==> src/rtl/alu_operand_stage.sv <==
// ID->EX operand stage: forwarding mux, pending-data hazard detection, operand select,
// and a registered valid/ready output slot with flush and a saturating stall counter.
module alu_operand_stage #(
  parameter int XLEN   = 32,
  parameter int NFWD   = 2,
  parameter int REG_AW = 5,
  parameter int SEL_W  = 3,
  parameter int CNT_W  = 32
) (
  input  logic                   clk,
  input  logic                   rst,
  input  logic                   in_valid,
  output logic                   in_ready,
  input  logic [SEL_W-1:0]       alu_src_sel,
  input  logic                   use_rs1,
  input  logic                   use_rs2,
  input  logic [REG_AW-1:0]      rs1_idx,
  input  logic [REG_AW-1:0]      rs2_idx,
  input  logic [XLEN-1:0]        reg1_rdata,
  input  logic [XLEN-1:0]        reg2_rdata,
  input  logic [XLEN-1:0]        imm,
  input  logic [XLEN-1:0]        curr_pc,
  input  logic [NFWD-1:0]        fwd_valid,
  input  logic [NFWD*REG_AW-1:0] fwd_rd_idx,
  input  logic [NFWD*XLEN-1:0]   fwd_data,
  input  logic [NFWD-1:0]        fwd_data_rdy,
  input  logic                   flush,
  output logic                   out_valid,
  input  logic                   out_ready,
  output logic [XLEN-1:0]        alu_src1,
  output logic [XLEN-1:0]        alu_src2,
  output logic [XLEN-1:0]        rs2_fwd_data,
  output logic                   hazard_stall,
  output logic [CNT_W-1:0]       stall_cnt
);

  localparam logic [SEL_W-1:0] SEL_IMM      = SEL_W'(1);
  localparam logic [SEL_W-1:0] SEL_FOUR_PC  = SEL_W'(2);
  localparam logic [SEL_W-1:0] SEL_IMM_PC   = SEL_W'(3);
  localparam logic [SEL_W-1:0] SEL_ZERO_IMM = SEL_W'(4);
  localparam logic [XLEN-1:0]  CONST_FOUR   = XLEN'(4);

  logic [XLEN-1:0]  rs1_val, rs2_val;
  logic             rs1_pend, rs2_pend;
  logic [XLEN-1:0]  src1_d, src2_d;
  logic             accept;
  logic             valid_d, valid_q;
  logic [XLEN-1:0]  src1_q, src2_q, rs2_q;
  logic [CNT_W-1:0] cnt_d, cnt_q;

  // Scan oldest to youngest so the youngest matching source is the last one written.
  always_comb begin
    rs1_val  = reg1_rdata;
    rs1_pend = 1'b0;
    rs2_val  = reg2_rdata;
    rs2_pend = 1'b0;
    for (int k = NFWD - 1; k >= 0; k--) begin
      if (fwd_valid[k] && (fwd_rd_idx[k*REG_AW +: REG_AW] == rs1_idx) && (rs1_idx != '0)) begin
        rs1_val  = fwd_data[k*XLEN +: XLEN];
        rs1_pend = !fwd_data_rdy[k];
      end
      if (fwd_valid[k] && (fwd_rd_idx[k*REG_AW +: REG_AW] == rs2_idx) && (rs2_idx != '0)) begin
        rs2_val  = fwd_data[k*XLEN +: XLEN];
        rs2_pend = !fwd_data_rdy[k];
      end
    end
  end

  assign hazard_stall = in_valid && ((use_rs1 && rs1_pend) || (use_rs2 && rs2_pend));
  assign in_ready     = (!valid_q || out_ready) && !hazard_stall;
  assign accept       = in_valid && in_ready;

  always_comb begin
    src1_d = rs1_val;
    src2_d = rs2_val;
    case (alu_src_sel)
      SEL_IMM: begin
        src1_d = rs1_val;
        src2_d = imm;
      end
      SEL_FOUR_PC: begin
        src1_d = CONST_FOUR;
        src2_d = curr_pc;
      end
      SEL_IMM_PC: begin
        src1_d = imm;
        src2_d = curr_pc;
      end
      SEL_ZERO_IMM: begin
        src1_d = '0;
        src2_d = imm;
      end
      default: begin
        src1_d = rs1_val;
        src2_d = rs2_val;
      end
    endcase
  end

  always_comb begin
    valid_d = valid_q;
    if (flush)
      valid_d = 1'b0;
    else if (accept)
      valid_d = 1'b1;
    else if (out_ready)
      valid_d = 1'b0;
  end

  always_comb begin
    cnt_d = cnt_q;
    if (hazard_stall && !flush && (cnt_q != '1))
      cnt_d = cnt_q + CNT_W'(1);
  end

  always_ff @(posedge clk or posedge rst) begin
    if (rst) begin
      valid_q <= 1'b0;
      cnt_q   <= '0;
    end else begin
      valid_q <= valid_d;
      cnt_q   <= cnt_d;
    end
  end

  // Data may load under flush; valid is already forced low so the values are never observed.
  always_ff @(posedge clk or posedge rst) begin
    if (rst) begin
      src1_q <= '0;
      src2_q <= '0;
      rs2_q  <= '0;
    end else if (accept) begin
      src1_q <= src1_d;
      src2_q <= src2_d;
      rs2_q  <= rs2_val;
    end
  end

  assign out_valid    = valid_q;
  assign alu_src1     = src1_q;
  assign alu_src2     = src2_q;
  assign rs2_fwd_data = rs2_q;
  assign stall_cnt    = cnt_q;

endmodule

==> config.mk <==
export PLATFORM = sky130hd
export DESIGN_NAME = alu_operand_stage
export DESIGN_NICKNAME = d
export VERILOG_FILES = /design/src/rtl/alu_operand_stage.sv
export SDC_FILE = /design/constraint.sdc
export NUM_CORES = 1
export LEC_CHECK = 0
export CAP_MARGIN = 15
export CELL_PAD_IN_SITES_DETAIL_PLACEMENT = 1
export CELL_PAD_IN_SITES_GLOBAL_PLACEMENT = 2
export CORE_MARGIN = 5
export CORE_UTILIZATION = 26
export DETAILED_ROUTE_END_ITERATION = 6
export PLACE_DENSITY_LB_ADDON = 0.1
export SETUP_SLACK_MARGIN = 0.05
export SYNTH_ARGS = -nofsm -noshare
export SYNTH_HDL_FRONTEND = slang
export SYNTH_SLANG_ARGS = --single-unit
==> constraint.sdc <==
create_clock -name clk -period 10.2 [get_ports clk]
set_clock_uncertainty 0.05 [all_clocks]
set_input_delay 2.04 -clock clk [delete_from_list [all_inputs] [get_ports clk]]
set_output_delay 2.04 -clock clk [all_outputs]
set_load 0.01 [all_outputs]
# After elaboration in Yosys (flattened, before gate mapping)
# Cells that the tools add are included.
[word_totals]
input_bits = 226
memories = 0
mem_bits_rw = 0
regBits = 129
out_inout_bits = 131
mem_bits_ro = 0
word_cells = 55
latch_bits = 0
[op_classes]
shifts = 0
bitwise = 0
mul = 0
muxes = 13
eq_ne = 9
n_lt_le_gt_ge = 0
add_sub_neg = 1
n_reduce_logical = 27
div = 0
[op_table]
columns = ["cell", "count"]
rows = [
  ["2-to-1 mux 32 bit", 4],
  ["one-hot mux 32 bit (3 select lines)", 1],
  ["one-hot mux 32 bit (2 select lines)", 1],
  ["adder 32 x 1 -> 32 bit (second input constant)", 1],
  ["inequality test 32 bit (second input constant)", 1],
  ["== test 5 bit", 4],
  ["logical AND 1 bit", 15],
  ["nonzero test 5 bit", 2],
  ["2-to-1 mux 1 bit", 7],
  ["== test 3 x 2 -> 1 bit (second input constant)", 2],
  ["zero test 1 bit", 5],
  ["OR reduction 2 bit", 2],
  ["== test 3 x 1 -> 1 bit (second input constant)", 1],
  ["== test 3 bit (second input constant)", 1],
  ["nonzero test 3 bit", 1],
  ["logical OR 1 bit", 2],
]

# Depth between registers and ports, before layout
# Gate-level depths: netlist of run 1.
[logic_depth]
depth_word = 13
ltp_mapped = 11
depth_no_buf = 7

# Worst setup path before layout of run 1
# OpenSTA, ideal clock, no wires.
[synth_timing]
path_type = "input-to-output"
start = "in rs2_idx[1]"
end = "out in_ready"
path_slack_ns = 4.439
t_arrival_ns = 3.671
cell_stages = 8
path_cell_list = "nor4_4 > a211oi_2 > and2_1 > buf_2 > o41a_1 > o22ai_2 > buf_2 > a21oi_1"
[synth_between]
elab_chain_len = 10
word_cells_on_any_way = 14
[synth_lines]
columns = ["item", "line", "text"]
rows = [
  ["from (decl)", "18", "input logic [REG_AW-1:0] rs2_idx,"],
  ["== test 5 bit", "62", "if (fwd_valid[k] && (fwd_rd_idx[k*REG_AW +: REG_AW] == rs2_idx) && (rs2_idx != '0)) begin"],
  ["logical AND 1 bit (2 in series)", "62", ""],
  ["2-to-1 mux 1 bit", "62", ""],
  ["2-to-1 mux 1 bit *", "62", ""],
  ["logical AND 1 bit *", "69", "assign hazard_stall = in_valid && ((use_rs1 && rs1_pend) || (use_rs2 && rs2_pend));"],
  ["logical OR 1 bit *", "69", ""],
  ["logical AND 1 bit *", "69", ""],
  ["named net hazard_stall", "33", "output logic hazard_stall,"],
  ["zero test 1 bit *", "70", "assign in_ready = (!valid_q || out_ready) && !hazard_stall;"],
  ["logical AND 1 bit *", "70", ""],
  ["to (decl)", "13", "output logic in_ready,"],
]
# Mark *: on every way through the listed nets, which the timed path passes. The rest lies on a longest branch.

# Worst setup path in the final report of run 1
[layout_timing]
start = "in rs2_idx[4]"
end = "out hazard_stall"
[layout_between]
elab_chain_len = 8
word_cells_on_any_way = 12
[layout_lines]
columns = ["item", "line"]
rows = [
  ["== test 5 bit", "62"],
  ["logical AND 1 bit (2 in series)", "62"],
  ["2-to-1 mux 1 bit", "62"],
  ["2-to-1 mux 1 bit *", "62"],
  ["logical AND 1 bit *", "69"],
  ["logical OR 1 bit *", "69"],
  ["logical AND 1 bit *", "69"],
  ["to (decl)", "33"],
]
# Every way passes the cells marked *; elsewhere a longest branch is shown, timed or not.

==> results_dict.tcl, run 1 <==
set metrics [dict create \
    finalPower_mw 1.750 \
    cts_setup_buffers 0 \
    final_area_um2 13250 \
    drcViolationCount 0 \
    fin_cells 1815 \
    reg2reg_slack_ns 6.96 \
    seq_area_um2 3228 \
    hpwl_um 29710 \
    critPathArrivalTime_ns 5.57 \
    clk_pin_slew_ns 0.05 \
    syn_area_um2 8821 \
    synthArstFlopShare 1.000 \
    start_util 0.2631 \
    dp.cells 1778 \
    crit_fanout 33 \
    die_h_um 194.2 \
    crit_cells 9 \
    maxCapViolations 0 \
    final.period_utilization 0.7508 \
    synth_xor_area_frac 0.05064 \
    synth_top_family_by_area "simple AND/OR/NAND/NOR gates" \
    reg2reg_to "stall_cnt[1]$_DFFE_PP0P_" \
    antenna_found_initial 8 \
    multi_input_area_um2 5142 \
    synth_simple_gate_area_share 0.2418 \
    syn_to_final_growth_pct 50.26 \
    dominantRegCellSynth "dfrtp_1" \
    ant_nets 0 \
    cp-startpoint "rs2_idx[4]" \
    core-area_um2 33530 \
    grt_pass1_vias 9938 \
    synth_edf_count 0 \
    maxSlewHeadroom 0.3097 \
    ys_ff_latch 129 \
    cts.path.max_buffers 2 \
    grt_pass1_wl_um 63250 \
    wl_per_cell_um 22.92 \
    r2r_cells 7 \
    numCtsBuffers 17 \
    drtIter0Drc 382 \
    r2r_start "stall_cnt[6]$_DFFE_PP0P_" \
    hp-class "reg2reg" \
    max_stage_delay_ns 0.76 \
    synth_warnings 0 \
    synth_cells 1062 \
    syn_nets 1289 \
    hold_violations 0 \
    pin_count 357 \
    maxSlewViolCount 0 \
    h-tree-depth 4 \
    postPlaceCellArea_um2 12650 \
    setup_tns_ns 0 \
    power_density_nw_per_um2 132.0 \
    yosysSeqAreaShare 0.3660 \
    start_kind "input pin" \
    nFillCells 3939 \
    yosys.area_share.adder 0.001418 \
    dieArea_um2 37710 \
    clock-root-buffer "clkbuf_16" \
    worstPathCellList "clkdlybuf4s50_1 -> xor2_1 -> nor4_4 -> buf_4 -> nand3_1 -> o41a_1 -> o22ai_2 -> buf_4 -> clkdlybuf4s50_1" \
    drt_wl_total_um 41600 \
    place.gp.congestion 0.8087 \
    cts_hold_buf 0 \
    grt_overflow 0 \
    whs_ns 0.4299 \
    cpMaxStageDelayCell "nor4_4" \
    synthTopCellsByArea "dfrtp_1 (37%), a21oi_1 (5.6%), nand2_1 (5.1%), o21ai_0 (4.9%), o21ai_1 (3.9%)" \
    avgSynthCellArea_um2 8.306 \
    synth_top_area_share 0.3660 \
    setup_viol_count_final 0 \
    yosysTopAreaCell "dfrtp_1" \
    grt_setup_unrepaired "false" \
    numPortBuffers 356 \
    end_kind "output pin" \
    clock.fmax_mhz 130.6 \
    tightestPinTransition_ns 1.033 \
    placementRows 67 \
    cp_top_family "buffers and inverters" \
    cts_tree "done" \
    cts.sink_count 129 \
    final_nets 1576 \
    grt_util_all_layers 0.2160 \
    vdd_drop_max_uv 110.5 \
    ys_types 54 \
    synth.area.mux_share 0.04000 \
    grt_max_degree 109 \
    criticalPathCategory "in2out" \
    crit_required_ns 8.11 \
    leakagePower_nw 4.970 \
    post_cts_resized 0 \
    post-route-min-period_ns 7.658 \
    vias_per_cell 5.174 \
    vias 9390 \
    cp_num_buf_inv 4 \
    drive_gt1_frac 0.05213 \
    crit_end "hazard_stall" \
    fp.dieW_um 194.2 \
    clk_latency_ns 0.44 \
    status "completed" \
    synth_compound_area_frac 0.2400 \
    drt_pre_antenna_iters 5 \
]
[layer usage]
| layer | track usage | part of all wire | vias up |
|---|---|---|---|
| li1 | - | - | 4460 |
| met1 | 0.2695 | 0.43 | 4632 |
| met2 | 0.3670 | 0.49 | 257 |
| met3 | 0.06308 | 0.057 | 35 |
| met4 | 0.05599 | 0.015 | 6 |
| met5 | 0 | 0.0011 | - |
[metrics by stage]
stage / setup WS (ns) / util
2_1_floorplan: 4.439 / -
3_3_place_gp: 2.531 / 0.3774
3_5_place_dp: 2.478 / 0.3774
4_1_cts: 2.474 / 0.3949
5_1_grt: 2.317 / 0.3953
6_report: 2.542 / 0.3953
[worst register-to-register path, stage by stage, from the launching register on]
cell and delay, ns:
dfrtp_1 0.44, and4_1 0.29, and4_1 0.33, nand4_1 0.20, nor4_1 0.76, nor2_1 0.48, nand2_1 0.24, mux2_2 0.35
[area by class of cell]
type	count	share of cell area
multi-input cells	816	0.3880
inverters	13	0.004059
diodes	5	0.0009440
flip-flops and latches	129	0.2436
clock buffers	21	0.03398
well taps	448	0.04229
clock inverters	11	0.01038
repair buffers	372	0.2768
[synth_stat cells (all sizes together), types with 4 or more instances]
cell and instances:
o21ai 155, dfrtp 129, nand2 119, a21oi 99
clkbuf 82, nor2 41, and3 40, xnor2 39
a211oi 33, a21boi 33, mux2i 33, o31ai 32
nand3b 31, nor4b 31, nor4bb 31, buf 22
nand3 22, nor3 13, inv 12, xor2 12
nand4 11, nor4 6, and2 5, and4 4
or2 4
[registers in the layout, indices dropped and copies added (netlist names)]
name	cells
stall_cnt	32
alu_src2	32
rs2_fwd_data	32
alu_src1	32
out_valid	1
[power breakdown]
group          internal [mW]  total [mW]  switching, mW
clock network          0.388       0.643          0.254
logic                  0.252       0.499          0.247
registers              0.572       0.608         0.0365
[how the worst min path moves through the flow]
stage,to,depth (start not counted),slack [ns],from
6_report,rs2_fwd_data[22]$_DFFE_PP0P_,2,0.43,rs2_fwd_data[22]$_DFFE_PP0P_
3_3_place_gp,alu_src2[2]$_DFFE_PP0P_,2,0.41,alu_src2[2]$_DFFE_PP0P_
5_1_grt,rs2_fwd_data[2]$_DFFE_PP0P_,1,0.46,rs2_fwd_data[2]$_DFFE_PP0P_
2_1_floorplan,alu_src2[2]$_DFFE_PP0P_,2,0.46,alu_src2[2]$_DFFE_PP0P_
3_5_place_dp,alu_src2[2]$_DFFE_PP0P_,2,0.42,alu_src2[2]$_DFFE_PP0P_
4_1_cts,alu_src2[2]$_DFFE_PP0P_,2,0.43,alu_src2[2]$_DFFE_PP0P_
[cell usage in the layout (no fill, tap or decap), types with 4 or more instances in the layout]
cell | netlist | routed
nand4_1 | 11 | 11
and2_1 | 5 | 4
nor4b_1 | 31 | 31
mux2i_1 | 33 | 33
or2_2 | 4 | 4
o31ai_1 | 32 | 32
nor2_1 | 41 | 40
a21oi_1 | 99 | 98
nor3_1 | 13 | 12
and4_1 | 4 | 4
a211oi_1 | 32 | 31
dfrtp_1 | 129 | 129
diode_2 | 0 | 5
nand2_1 | 119 | 117
clkbuf_16 | 0 | 17
and3_1 | 40 | 40
nand3b_1 | 31 | 31
nor4bb_1 | 31 | 31
nand3_1 | 22 | 22
a21boi_0 | 33 | 33
xor2_1 | 12 | 12
xnor2_1 | 39 | 39
clkdlybuf4s50_1 | 0 | 353
o21ai_0 | 86 | 86
buf_4 | 1 | 16
clkinv_2 | 0 | 5
o21ai_1 | 69 | 69
inv_1 | 12 | 11
[cell families after synthesis]
family | Yosys count
multiplexers | 35
adder cells (fa/ha/maj) | 1
AO/OA/AOI/OAI | 363
XOR/XNOR | 51
buffers and inverters | 117
flip-flops | 129
AND/OR/NAND/NOR | 366
Power figures use the tool's default switching activity.
==> run 2: changes to the inputs <==
Settings changed: CORE_UTILIZATION 26 to 24.
Clock period 10.2 ns to 7.2 ns, I/O delays scaled along.
==> run 2 against run 1 <==
Compared with the run above: worst setup slack got worse by 1.4 ns; non-clock buffer count rose by 3; first-iteration DRC count is 8.4% lower; register-to-register slack worse by 2.8 ns; global-route usage shrank 0.63 points; critical endpoint unchanged; largest cell class unchanged; largest power group unchanged; highest routed layer unchanged.
==> results_dict.tcl, run 2 (synthesis results as in run 1) <==
set metrics [dict create \
    core-area_um2 36430 \
    cp_top_family "buffers and inverters" \
    maxSlewHeadroom 0.2243 \
    wl_per_cell_um 23.65 \
    grt_overflow 0 \
    clk_latency_ns 0.43 \
    post_cts_resized 0 \
    drive_gt1_frac 0.05641 \
    die_h_um 201.7 \
    drt_pre_antenna_iters 4 \
    clk_pin_slew_ns 0.06 \
    setup_tns_ns 0 \
    vdd_drop_max_uv 163.3 \
    grt_max_degree 101 \
    worstPathCellList "clkdlybuf4s50_1 -> xor2_1 -> nor4_4 -> buf_4 -> and2_2 -> o41a_1 -> o22ai_2 -> clkdlybuf4s50_1" \
    ant_nets 0 \
    vias_per_cell 5.138 \
    status "completed" \
    cpMaxStageDelayCell "clkdlybuf4s50_1" \
    cts_hold_buf 0 \
    finalPower_mw 2.458 \
    numCtsBuffers 17 \
    end_kind "output pin" \
    grt_pass1_wl_um 65660 \
    setup_viol_count_final 0 \
    clock-root-buffer "clkbuf_16" \
    final.period_utilization 0.8347 \
    clock.fmax_mhz 166.4 \
    cts_setup_buffers 0 \
    maxSlewViolCount 0 \
    crit_required_ns 5.71 \
    grtUsageMet1 0.2691 \
    crit_fanout 19 \
    drcViolationCount 0 \
    criticalPathCategory "in2out" \
    grt_setup_unrepaired "false" \
    pin_count 357 \
    h-tree-depth 4 \
    dieArea_um2 40690 \
    place.gp.congestion 0.8133 \
    cts_tree "done" \
    cp_num_buf_inv 3 \
    cts.path.max_buffers 2 \
    drt_wl_total_um 43460 \
    start_kind "input pin" \
    antenna_found_initial 11 \
    hpwl_um 30750 \
    grt_util_all_layers 0.2096 \
    power_density_nw_per_um2 184.6 \
    fin_cells 1838 \
    met2_usage 0.3468 \
    final_nets 1579 \
    nFillCells 4274 \
    critPathArrivalTime_ns 4.52 \
    max_stage_delay_ns 0.66 \
    cts.sink_count 129 \
    leakagePower_nw 4.984 \
    hp-class "reg2reg" \
    final_util 0.3654 \
    numPortBuffers 356 \
    final_cell_mix "clkdlybuf4s50_1 (353), dfrtp_1 (129), nand2_1 (117), a21oi_1 (98), o21ai_0 (86)" \
    syn_to_final_growth_pct 50.94 \
    fp.dieW_um 201.7 \
    drtIter0Drc 350 \
    start_util 0.2421 \
    dp.cells 1801 \
    post-route-min-period_ns 6.010 \
    grt_pass1_vias 10190 \
    hold_violations 0 \
    maxCapViolations 0 \
    whs_ns 0.4321 \
    vias 9443 \
    tightestPinTransition_ns 1.161 \
    grt.met3_usage 0.05576 \
    final_common_cell "clkdlybuf4s50_1" \
    placementRows 70 \
    path_common_cell "clkdlybuf4s50_1" \
    top_usage_layer "met2" \
]
[run 2: changes by cell type in the layout (fill, tap and decap cells not counted)]
cell        previous run  this run
inv_6                  1         2
buf_12                 0         2
clkinvlp_4             3         5
clkinv_2               5         3
clkinv_4               0         2
clkbuf_1               3         0
buf_4                 16        17
clkbuf_8               1         3
bufinv_16              3         1
[run 2: worst paths after layout]
check / start / end / slack (ns) / depth (start not counted)
hold / removal: rs2_fwd_data[4]$_DFFE_PP0P_ / rs2_fwd_data[4]$_DFFE_PP0P_ / 0.43 / 2
hold reg to reg: rs2_fwd_data[4]$_DFFE_PP0P_ / rs2_fwd_data[4]$_DFFE_PP0P_ / 0.43 / 2
min in group asynchronous: rst / alu_src1[29]$_DFFE_PP0P_ / 1.54 / 2
setup / recovery: rs2_idx[4] / hazard_stall / 1.19 / 8
setup reg to reg: stall_cnt[2]$_DFFE_PP0P_ / stall_cnt[1]$_DFFE_PP0P_ / 4.18 / 7
max in group asynchronous: rst / alu_src2[28]$_DFFE_PP0P_ / 4.30 / 3
[run 2: worst min-delay path: cells and delay by family (launching register included)]
family,cells,cell delay [ns]
flops,1,0.34
compound gates,1,0.06
simple gates,1,0.05
[run 2: area by class of cell]
type / instances / area (µm²) / share of cell area
antenna: 5 / 12.51 / 0.0009398
clock buffer: 20 / 466.7 / 0.03505
clock inverter: 12 / 108.9 / 0.008176
inverter: 13 / 53.80 / 0.004041
multi-input combinational: 816 / 5142 / 0.3862
sequential: 129 / 3228 / 0.2425
tap: 468 / 585.6 / 0.04398
timing repair buffer: 375 / 3716 / 0.2791
[run 2: routing by layer]
layer	wire length (µm)	part of all wire
met5	88	0.0020
met2	20710	0.48
met3	2133	0.049
met4	983	0.023
met1	19550	0.45
[run 2: metrics by stage]
stage | cell area (µm²) | worst slack, ns
after floorplan | 8821 | 2.269
after global placement | 12730 | 1.206
after detailed placement | 12730 | 1.138
after CTS | 13300 | 1.133
after global routing | 13310 | 1.051
final | 13310 | 1.190
[run 2: where the power goes]
| part | internal, mW | leakage (nW) | switching (mW) | total, mW |
|---|---|---|---|---|
| Combinational | 0.360 | 3.06 | 0.363 | 0.723 |
| Clock | 0.502 | 0.270 | 0.372 | 0.874 |
| Sequential | 0.809 | 1.65 | 0.0514 | 0.861 |
| Total | 1.67 | 4.98 | 0.786 | 2.46 |
==> run 3: changes to the inputs <==
Clock period 7.2 ns to 6.2 ns, I/O delays scaled along.
==> run 3 against run 2 <==
Compared with the run above: flip-flop and latch count stayed put; die area unchanged; critical path depth did not move; sequential power up 16%; combinational power rose by 15%; global-route usage decreased by 0.054 points; first-iteration DRC count is 4.6% higher; worst hold slack lost 0.0055 ns; design area hardly changed; largest power group unchanged; highest routed layer unchanged.
==> results_dict.tcl, run 3 (synthesis results as in run 1) <==
set metrics [dict create \
    cp_num_buf_inv 3 \
    start_kind "input pin" \
    cts.sink_count 129 \
    setup_tns_ns 0 \
    cp_top_family "buffers and inverters" \
    crit_fanout 22 \
    final.period_utilization 0.8883 \
    cts_hold_buf 0 \
    path_common_cell "clkdlybuf4s50_1" \
    crit_required_ns 4.91 \
    post-route-min-period_ns 5.508 \
    vias_per_cell 5.132 \
    drt_pre_antenna_iters 6 \
    h-tree-depth 4 \
    antenna_found_initial 11 \
    maxSlewHeadroom 0.2853 \
    grt_setup_unrepaired "false" \
    cts_setup_buffers 0 \
    dieArea_um2 40690 \
    drtIter0Drc 366 \
    cts_tree "done" \
    ant_nets 0 \
    hold_violations 0 \
    final_common_cell "clkdlybuf4s50_1" \
    critPathArrivalTime_ns 4.22 \
    cpMaxStageDelayCell "clkdlybuf4s50_1" \
    placementRows 70 \
    grt_pass1_wl_um 65720 \
    hpwl_um 30250 \
    status "completed" \
    power_density_nw_per_um2 217.9 \
    core-area_um2 36430 \
    setup_viol_count_final 0 \
    grt_max_degree 193 \
    postPlaceCellArea_um2 12710 \
    die_h_um 201.7 \
    maxCapViolations 0 \
    clock-root-buffer "clkbuf_16" \
    leakagePower_nw 4.992 \
    cts.path.max_buffers 2 \
    clk_pin_slew_ns 0.06 \
    numPortBuffers 356 \
    wl_per_cell_um 23.55 \
    drt_wl_total_um 43230 \
    numCtsBuffers 17 \
    worstPathCellList "clkdlybuf4s50_1 -> xor2_1 -> nor4_4 -> buf_4 -> nand3_1 -> o41a_1 -> o22ai_2 -> clkdlybuf4s50_1" \
    clock.fmax_mhz 181.6 \
    post_cts_resized 0 \
    criticalPathCategory "in2out" \
    drcViolationCount 0 \
    hp-class "reg2reg" \
    start_util 0.2421 \
    grt_util_all_layers 0.2091 \
    final_cell_mix "clkdlybuf4s50_1 (353), dfrtp_1 (129), nand2_1 (117), a21oi_1 (98), o21ai_0 (86)" \
    vdd_drop_max_uv 205.1 \
    pin_count 357 \
    clk_latency_ns 0.45 \
    grt_overflow 0 \
    final_nets 1579 \
    grt_pass1_vias 10350 \
    final_area_um2 13320 \
    end_kind "output pin" \
    drive_gt1_frac 0.05641 \
    syn_to_final_growth_pct 50.99 \
    place.gp.congestion 0.8303 \
    max_stage_delay_ns 0.64 \
    fp.dieW_um 201.7 \
    tightestPinTransition_ns 1.070 \
    vias 9423 \
    maxSlewViolCount 0 \
]
## run 3: cell count changes in the layout (fill, tap and decap cells not counted), sizes merged
cell and delta:
inv +5, clkbuf -3, clkinvlp -2, diode -2
bufinv +1, clkinv -1
## run 3: layout make-up
class	instances	area (µm²)
inverters	13	53.80
well taps	468	585.6
clock buffers	17	425.4
multi-input cells	816	5142
clock inverters	15	172.7
diodes	3	7.507
repair buffers	375	3704
flip-flops and latches	129	3228
fillers	4268	23120
## run 3: path summary, 6_finish.rpt
path | start | to | slack, ns | depth (start not counted)
max | rs2_idx[4] | hazard_stall | 0.69 | 8
min | alu_src2[2]$_DFFE_PP0P_ | alu_src2[2]$_DFFE_PP0P_ | 0.43 | 2
max reg2reg | stall_cnt[1]$_DFFE_PP0P_ | stall_cnt[1]$_DFFE_PP0P_ | 2.98 | 7
min reg2reg | alu_src2[2]$_DFFE_PP0P_ | alu_src2[2]$_DFFE_PP0P_ | 0.43 | 2
max in group asynchronous | rst | alu_src1[0]$_DFFE_PP0P_ | 3.94 | 3
min in group asynchronous | rst | rs2_fwd_data[28]$_DFFE_PP0P_ | 1.15 | 2
## run 3: layer usage
metal | wire, µm | track usage
met5 | 109 | 0
met3 | 2344 | 0.06221
met4 | 752 | 0.05347
met1 | 18730 | 0.2563
met2 | 21290 | 0.3600
## run 3: tightest hold or removal path, stage by stage (launching register included)
cell and delay (ns):
dfrtp_1 0.34, nand2_1 0.05, o41ai_1 0.05
## run 3: per-stage QoR
step,hold WS (ns),power (mW),std cells,setup WS [ns],util
2_1_floorplan,0.4551,1.352,1062,1.469,-
3_3_place_gp,0.4131,1.855,1801,0.6651,0.3489
3_5_place_dp,0.4151,1.864,1801,0.6616,0.3489
4_1_cts,0.4300,2.949,1833,0.6595,0.3654
5_1_grt,0.4587,3.054,1835,0.5507,0.3655
6_report,0.4265,2.902,1836,0.6925,0.3656
## run 3: where the power goes
part / switching (mW) / leakage, nW / internal [mW] / total (mW)
sequential: 0.0609 / 1.65 / 0.940 / 1.00
combinational: 0.418 / 3.06 / 0.416 / 0.834
clock: 0.464 / 0.283 / 0.603 / 1.07
